[src/rtl/decode_branch_pkg.sv]
// decode_branch_pkg: shared RV32I decode types, opcode and funct3 constants for the ID stage
package decode_branch_pkg;
    typedef logic [31:0] word_t;
    typedef logic [4:0] reg_idx_t;
    localparam logic [6:0] OP_LOAD   = 7'h03;
    localparam logic [6:0] OP_IMM    = 7'h13;
    localparam logic [6:0] OP_AUIPC  = 7'h17;
    localparam logic [6:0] OP_STORE  = 7'h23;
    localparam logic [6:0] OP_REG    = 7'h33;
    localparam logic [6:0] OP_LUI    = 7'h37;
    localparam logic [6:0] OP_BRANCH = 7'h63;
    localparam logic [6:0] OP_JALR   = 7'h67;
    localparam logic [6:0] OP_JAL    = 7'h6F;
    localparam logic [2:0] F3_BEQ  = 3'd0;
    localparam logic [2:0] F3_BNE  = 3'd1;
    localparam logic [2:0] F3_BLT  = 3'd4;
    localparam logic [2:0] F3_BGE  = 3'd5;
    localparam logic [2:0] F3_BLTU = 3'd6;
    localparam logic [2:0] F3_BGEU = 3'd7;
    typedef struct packed {
        logic     valid;
        reg_idx_t rd;
        logic     is_load;
    } sb_entry_t;
    typedef enum logic [2:0] {FMT_NONE, FMT_I, FMT_S, FMT_B, FMT_U, FMT_J} imm_fmt_t;
    function automatic logic sb_hit(input sb_entry_t e, input reg_idx_t rs, input logic used);
        return used && e.valid && (e.rd != '0) && (e.rd == rs);
    endfunction
endpackage

[src/rtl/decode_branch_imm_gen.sv]
// decode_branch_imm_gen: RV32I immediate extraction for every format plus the format the opcode uses
module decode_branch_imm_gen
    import decode_branch_pkg::*;
(
    input  word_t    i_instr,
    output word_t    o_imm_i,
    output word_t    o_imm_s,
    output word_t    o_imm_b,
    output word_t    o_imm_u,
    output word_t    o_imm_j,
    output imm_fmt_t o_fmt
);
    logic [6:0] w_op;
    assign w_op    = i_instr[6:0];
    assign o_imm_i = {{20{i_instr[31]}}, i_instr[31:20]};
    assign o_imm_s = {{20{i_instr[31]}}, i_instr[31:25], i_instr[11:7]};
    assign o_imm_b = {{19{i_instr[31]}}, i_instr[31], i_instr[7], i_instr[30:25], i_instr[11:8], 1'b0};
    assign o_imm_u = {i_instr[31:12], 12'h000};
    assign o_imm_j = {{11{i_instr[31]}}, i_instr[31], i_instr[19:12], i_instr[20], i_instr[30:21], 1'b0};
    always_comb begin
        o_fmt = (w_op == OP_JAL)                          ? FMT_J
              : (w_op == OP_BRANCH)                       ? FMT_B
              : (w_op == OP_STORE)                        ? FMT_S
              : (w_op inside {OP_LUI, OP_AUIPC})          ? FMT_U
              : (w_op inside {OP_IMM, OP_LOAD, OP_JALR})  ? FMT_I
              : FMT_NONE;
    end
endmodule

[src/rtl/decode_branch.sv]
// decode_branch: RV32I decode stage with in-ID branch resolution, scoreboard hazard stalls and ID/EX register
module decode_branch
    import decode_branch_pkg::*;
#(
    parameter bit REGFILE_BYPASS = 1'b1
) (
    input  logic     clk,
    input  logic     rst,
    input  word_t    pc_in,
    input  word_t    instr_in,
    output reg_idx_t rs1_addr,
    output reg_idx_t rs2_addr,
    input  word_t    rs1_data,
    input  word_t    rs2_data,
    output logic     stall_f,
    output logic     branch_taken,
    output word_t    branch_target,
    output logic     ex_valid,
    output word_t    ex_pc,
    output word_t    ex_instr,
    output word_t    ex_imm,
    output word_t    ex_rs1_val,
    output word_t    ex_rs2_val,
    output reg_idx_t ex_rd
);
    localparam int SB_DEPTH = REGFILE_BYPASS ? 2 : 3;
    logic [6:0] w_op;
    logic [2:0] w_f3;
    word_t      w_imm_i, w_imm_s, w_imm_b, w_imm_u, w_imm_j, w_imm, w_jalr_sum, w_tgt;
    imm_fmt_t   w_fmt;
    logic       w_use1, w_use2, w_is_br, w_is_jal, w_is_jalr, w_has_rd;
    logic       w_hazard, w_cond, w_taken;
    reg_idx_t   w_rd;
    sb_entry_t  w_sb_in;
    sb_entry_t  r_sb [SB_DEPTH];
    logic       r_valid;
    word_t      r_pc, r_instr, r_imm, r_rs1, r_rs2;
    reg_idx_t   r_rd;

    decode_branch_imm_gen u_imm (
        .i_instr (instr_in),
        .o_imm_i (w_imm_i),
        .o_imm_s (w_imm_s),
        .o_imm_b (w_imm_b),
        .o_imm_u (w_imm_u),
        .o_imm_j (w_imm_j),
        .o_fmt   (w_fmt)
    );

    assign w_op      = instr_in[6:0];
    assign w_f3      = instr_in[14:12];
    assign rs1_addr  = instr_in[19:15];
    assign rs2_addr  = instr_in[24:20];
    assign w_is_br   = w_op == OP_BRANCH;
    assign w_is_jal  = w_op == OP_JAL;
    assign w_is_jalr = w_op == OP_JALR;
    assign w_use1    = w_op inside {OP_BRANCH, OP_JALR, OP_LOAD, OP_IMM, OP_REG, OP_STORE};
    assign w_use2    = w_op inside {OP_BRANCH, OP_REG, OP_STORE};
    assign w_has_rd  = w_op inside {OP_JAL, OP_JALR, OP_LOAD, OP_IMM, OP_REG, OP_LUI, OP_AUIPC};
    assign w_rd      = w_has_rd ? instr_in[11:7] : '0;
    assign w_sb_in   = w_hazard ? '0 : {1'b1, w_rd, w_op == OP_LOAD};

    always_comb begin
        w_imm = (w_fmt == FMT_I) ? w_imm_i
              : (w_fmt == FMT_S) ? w_imm_s
              : (w_fmt == FMT_B) ? w_imm_b
              : (w_fmt == FMT_U) ? w_imm_u
              : (w_fmt == FMT_J) ? w_imm_j
              : '0;
    end

    // Control transfers read operands in ID, so any in-flight producer stalls them; others only wait on a load in EX.
    always_comb begin
        w_hazard = 1'b0;
        for (int k = 0; k < SB_DEPTH; k++)
            if ((w_is_br || w_is_jalr || (k == 0 && r_sb[k].is_load)) &&
                (sb_hit(r_sb[k], rs1_addr, w_use1) || sb_hit(r_sb[k], rs2_addr, w_use2)))
                w_hazard = 1'b1;
    end

    always_comb begin
        w_cond = (w_f3 == F3_BEQ)  ? (rs1_data == rs2_data)
               : (w_f3 == F3_BNE)  ? (rs1_data != rs2_data)
               : (w_f3 == F3_BLT)  ? ($signed(rs1_data) <  $signed(rs2_data))
               : (w_f3 == F3_BGE)  ? ($signed(rs1_data) >= $signed(rs2_data))
               : (w_f3 == F3_BLTU) ? (rs1_data <  rs2_data)
               : (w_f3 == F3_BGEU) ? (rs1_data >= rs2_data)
               : 1'b0;
    end

    assign w_taken       = !w_hazard && (w_is_jal || w_is_jalr || (w_is_br && w_cond));
    assign w_jalr_sum    = rs1_data + w_imm_i;
    assign w_tgt         = w_is_jalr ? {w_jalr_sum[31:1], 1'b0} : pc_in + (w_is_jal ? w_imm_j : w_imm_b);
    assign stall_f       = !rst && w_hazard;
    assign branch_taken  = !rst && w_taken;
    assign branch_target = rst ? '0 : w_taken ? w_tgt : pc_in + 32'd4;

    always_ff @(posedge clk) begin
        if (rst) begin
            r_valid <= 1'b0;
            r_pc    <= '0;
            r_instr <= '0;
            r_imm   <= '0;
            r_rs1   <= '0;
            r_rs2   <= '0;
            r_rd    <= '0;
            for (int k = 0; k < SB_DEPTH; k++)
                r_sb[k] <= '0;
        end else begin
            r_valid <= !w_hazard;
            r_pc    <= w_hazard ? '0 : pc_in;
            r_instr <= w_hazard ? '0 : instr_in;
            r_imm   <= w_hazard ? '0 : w_imm;
            r_rs1   <= w_hazard ? '0 : rs1_data;
            r_rs2   <= w_hazard ? '0 : rs2_data;
            r_rd    <= w_hazard ? '0 : w_rd;
            r_sb[0] <= w_sb_in;
            for (int k = 1; k < SB_DEPTH; k++)
                r_sb[k] <= r_sb[k-1];
        end
    end

    assign ex_valid   = r_valid;
    assign ex_pc      = r_pc;
    assign ex_instr   = r_instr;
    assign ex_imm     = r_imm;
    assign ex_rs1_val = r_rs1;
    assign ex_rs2_val = r_rs2;
    assign ex_rd      = r_rd;
endmodule

[config.mk]
export PLATFORM = sky130hd
export DESIGN_NAME = decode_branch
export DESIGN_NICKNAME = d
export VERILOG_FILES = /design/src/rtl/decode_branch_pkg.sv /design/src/rtl/decode_branch_imm_gen.sv /design/src/rtl/decode_branch.sv
export SDC_FILE = /design/constraint.sdc
export NUM_CORES = 1
export LEC_CHECK = 0
export BUFFER_PORTS_ARGS = -buffer_cell sky130_fd_sc_hd__buf_4
export CAP_MARGIN = 20
export CORE_MARGIN = 4
export CORE_UTILIZATION = 47
export CTS_BUF_LIST = sky130_fd_sc_hd__clkbuf_4 sky130_fd_sc_hd__clkbuf_8 sky130_fd_sc_hd__clkbuf_16
export CTS_CLUSTER_DIAMETER = 80
export DETAILED_ROUTE_END_ITERATION = 12
export GPL_ROUTABILITY_DRIVEN = 0
export MAX_ROUTING_LAYER = met4
export PLACE_DENSITY = 0.86
export SETUP_SLACK_MARGIN = 0.4
export SLEW_MARGIN = 0
export SYNTH_ARGS = -nofsm -noshare
export SYNTH_HDL_FRONTEND = slang
export SYNTH_SLANG_ARGS = --single-unit
[constraint.sdc]
create_clock -name clk -period 5.15 [get_ports clk]
set_clock_uncertainty 0.15 [all_clocks]
set_input_delay 0.515 -clock clk [delete_from_list [all_inputs] [get_ports clk]]
set_output_delay 0.515 -clock clk [all_outputs]
set_load 0.02 [all_outputs]
==> results by group <==
Clocking
  – CTS tree: done
  – Clock slew at reported path FFs: 0.08 ns
  – Clk_lat worst skew: 0.43 ns
  – Clock tree buffer depth: 2
  – Num CTS Buffers: 17
  – Clock root cell: clkbuf_16
  – Clock Sinks: 173
  – H-tree Lvls: 4

Drt
  – # DRC: 0
  – Final ANT Viol Nets: 0
  – Via Count: 10800
  – DRT iter0 DRCs: 737
  – Vias per std cell: 5.82
  – Drt first pass iters: 6
  – Routed length per instance: 20.0 um
  – Detailed Route WL: 37300 um

Timing
  – Final Hold Viols: 0
  – RSZ-0062 raised after global routing: yes
  – Slew HR: 34.1%
  – Final Setup Violations: 0
  – Fin crit share: 93.6%
  – Final setup margin: 0.332 ns
  – Slew Limit Fails: 0
  – WHS: 0.170 ns
  – Min Tclk post-route: 4.82 ns
  – Worst-Margin Slew: 0.989 ns
  – Setup TNS Final: 0 ns
  – FMAX: 0.208 GHz

Global route
  – First-pass GRT wire length: 55500 um
  – Initial antenna violation count: 0
  – Via count of the first global-routing pass: 10400
  – Total GRT Usage: 29.1%
  – Pin count of the biggest net entering global routing: 62
  – GRT Residual Overflow: 0

Power and ir drop
  – Leakage: 6.85 nW
  – Cell area power density: 264 nW/um^2
  – Final Total Pwr: 3.77 mW
  – Peak supply drop: 216 uV

Floorplanning
  – Starting Density: 47.9%
  – Height of the die: 157 um
  – Die area: 24800 um^2
  – I/O Pins: 340
  – Area of the core: 21900 um^2
  – Die span in x: 157 um
  – Std-Cell Rows: 54

Setup path
  – Critical path startpoint: instr_in[4]
  – Worst EP required: 4.49 ns
  – Crit-path max FO: 5
  – Worst setup endpoint: branch_target[30]
  – Reg2reg end: ex_imm[5]
  – Depth of the most critical reg-to-reg path: 11
  – Critical path type: in2out
  – Crit path arrival time: 4.15 ns
  – Reg-to-reg setup timing slack: 1.63 ns
  – Worst R2R Start: r_sb[0][9]
  – Startpoint types: primary input
  – Worst Setup End Kind: output pin

Synth
  – Async S/R FF share, synth: 0%
  – Distinct cells, synth: 68
  – Post-synth EDFFs: 0
  – Yosys warns: 0
  – Cells after Synth: 1255
  – FF+latch count, synth: 173
  – Sequential area share after synthesis: 33.0%
  – Mapped Area: 10500 um^2
  – Syn_nets: 1480
  – Syn_area_per_cell: 8.35 um^2
  – Ys flop type: dfxtp_1

Layout
  – Commonest non-fill, non-tap cell in the layout: buf_4
  – Nets: 1794
  – Core Util, Final: 65.3%
  – N_diodes: 0
  – Most frequent cells in the layout: buf_4, dfxtp_1, and3_1, nor2_1, a21oi_1
  – Layout cells sized above 1: 29.5%
  – Cell Count, Final, Fillers Out: 1862
  – P&R area growth vs syn: 36.3%
  – Final Cell Area: 14300 um^2

Place
  – Post-Place Cells: 1816
  – Dpl ws: 0.0356 ns
  – Placed cell area: 13200 um^2
  – Placed wire-length estimate: 28200 um
  – I/O Buffers: 339

Job
  – Max cap viols: 0

Run status
  – Status: finished clean

Min path
  – Hold Crit Class: in2reg
[flip-flops by register name, summed over array words and instances (netlist names)]
| signal | count |
|---|---|
| ex_instr | 32 |
| r_sb | 8 |
| ex_imm | 32 |
| ex_rs1_val | 32 |
| ex_pc | 32 |
| ex_rd | 5 |
| ex_rs2_val | 32 |
[where the power goes]
group	switching, mW	internal [mW]	leakage [nW]
clock network	0.616	0.709	0.295
registers	0.0169	1.40	1.43
logic	0.584	0.447	5.12
[kinds of logic (layout without fill, tap and decap cells)]
kind of cell / Yosys count / count (layout) / synth area share (%)
adders and majority gates: 95 / 95 / 11.5
buffers and inverters: 125 / 452 / 5.08
xor gates and xnor gates: 96 / 96 / 8.02
DFF: 173 / 173 / 33.0
AOI/OAI and AO/OA: 309 / 309 / 19.2
muxes: 9 / 9 / 0.919
and+or+nand+nor: 448 / 448 / 22.2
[critical path, stage by stage]
cell and delay [ns]:
buf_12 0.11, nor2b_4 0.14, nand2_4 0.09, nor2_4 0.15
and2_4 0.22, mux2_4 0.34, ha_4 0.26, a211oi_4 0.26
o21bai_1 0.14, and3_4 0.18, o211a_4 0.24, o311a_4 0.39
o31a_1 0.32, nand3_1 0.11, nand3_2 0.07, xor2_1 0.14
o311a_1 0.31, buf_6 0.14
[worst min-delay path by stage]
stage,cells after the start,startpoint,end
floorplan,1,ex_rd[3],r_sb[0][11]
global placement,1,r_sb[0][6],r_sb[0][13]
detailed placement,1,r_sb[0][6],r_sb[0][13]
CTS,3,rs2_data[24],ex_rs2_val[24]
global route,3,rs2_data[5],ex_rs2_val[5]
finish,3,rs2_data[23],ex_rs2_val[23]
[final cells by class]
| class | count | area, um^2 |
|---|---|---|
| timing repair buffer | 370 | 2860 |
| tap | 280 | 350 |
| inverter | 50 | 188 |
| multi-input combinational | 957 | 6820 |
| clock buffer | 18 | 439 |
| sequential | 173 | 3460 |
| fill | 1790 | 7610 |
| clock inverter | 14 | 168 |
[cells in the mapped netlist, types with 20 or more instances]
master | count | area share (%)
dfxtp_1 | 173 | 33
and3_1 | 109 | 6.5
nor2_1 | 109 | 3.9
a21oi_1 | 100 | 4.8
ha_1 | 93 | 11
nand2_1 | 78 | 2.8
clkbuf_1 | 51 | 1.8
inv_1 | 50 | 1.8
xor2_1 | 49 | 4.1
xnor2_1 | 47 | 3.9
o21ai_0 | 44 | 2.1
a211oi_1 | 38 | 2.7
nand3_1 | 33 | 1.6
a21o_1 | 30 | 2.1
and2_1 | 20 | 1.2
[metal layers]
| layer | up-vias | part of all wire [%] | track usage [%] |
|---|---|---|---|
| met1 | 5091 | 38 | 34.2 |
| met4 | 0 | 3.8 | 10.9 |
| li1 | 5112 | - | - |
| met3 | 102 | 9.6 | 6.27 |
| met2 | 533 | 49 | 49.0 |
| met5 | - | 0 | - |
[what timing repair did]
item,CTS,global route
setup buffers,1,12
resized for setup,12,47
endpoints found under the setup margin,9,11
hold buffers,0,0
gates cloned,0,1
pin swaps,7,29
No activity file was read; power rests on OpenSTA's default activity.
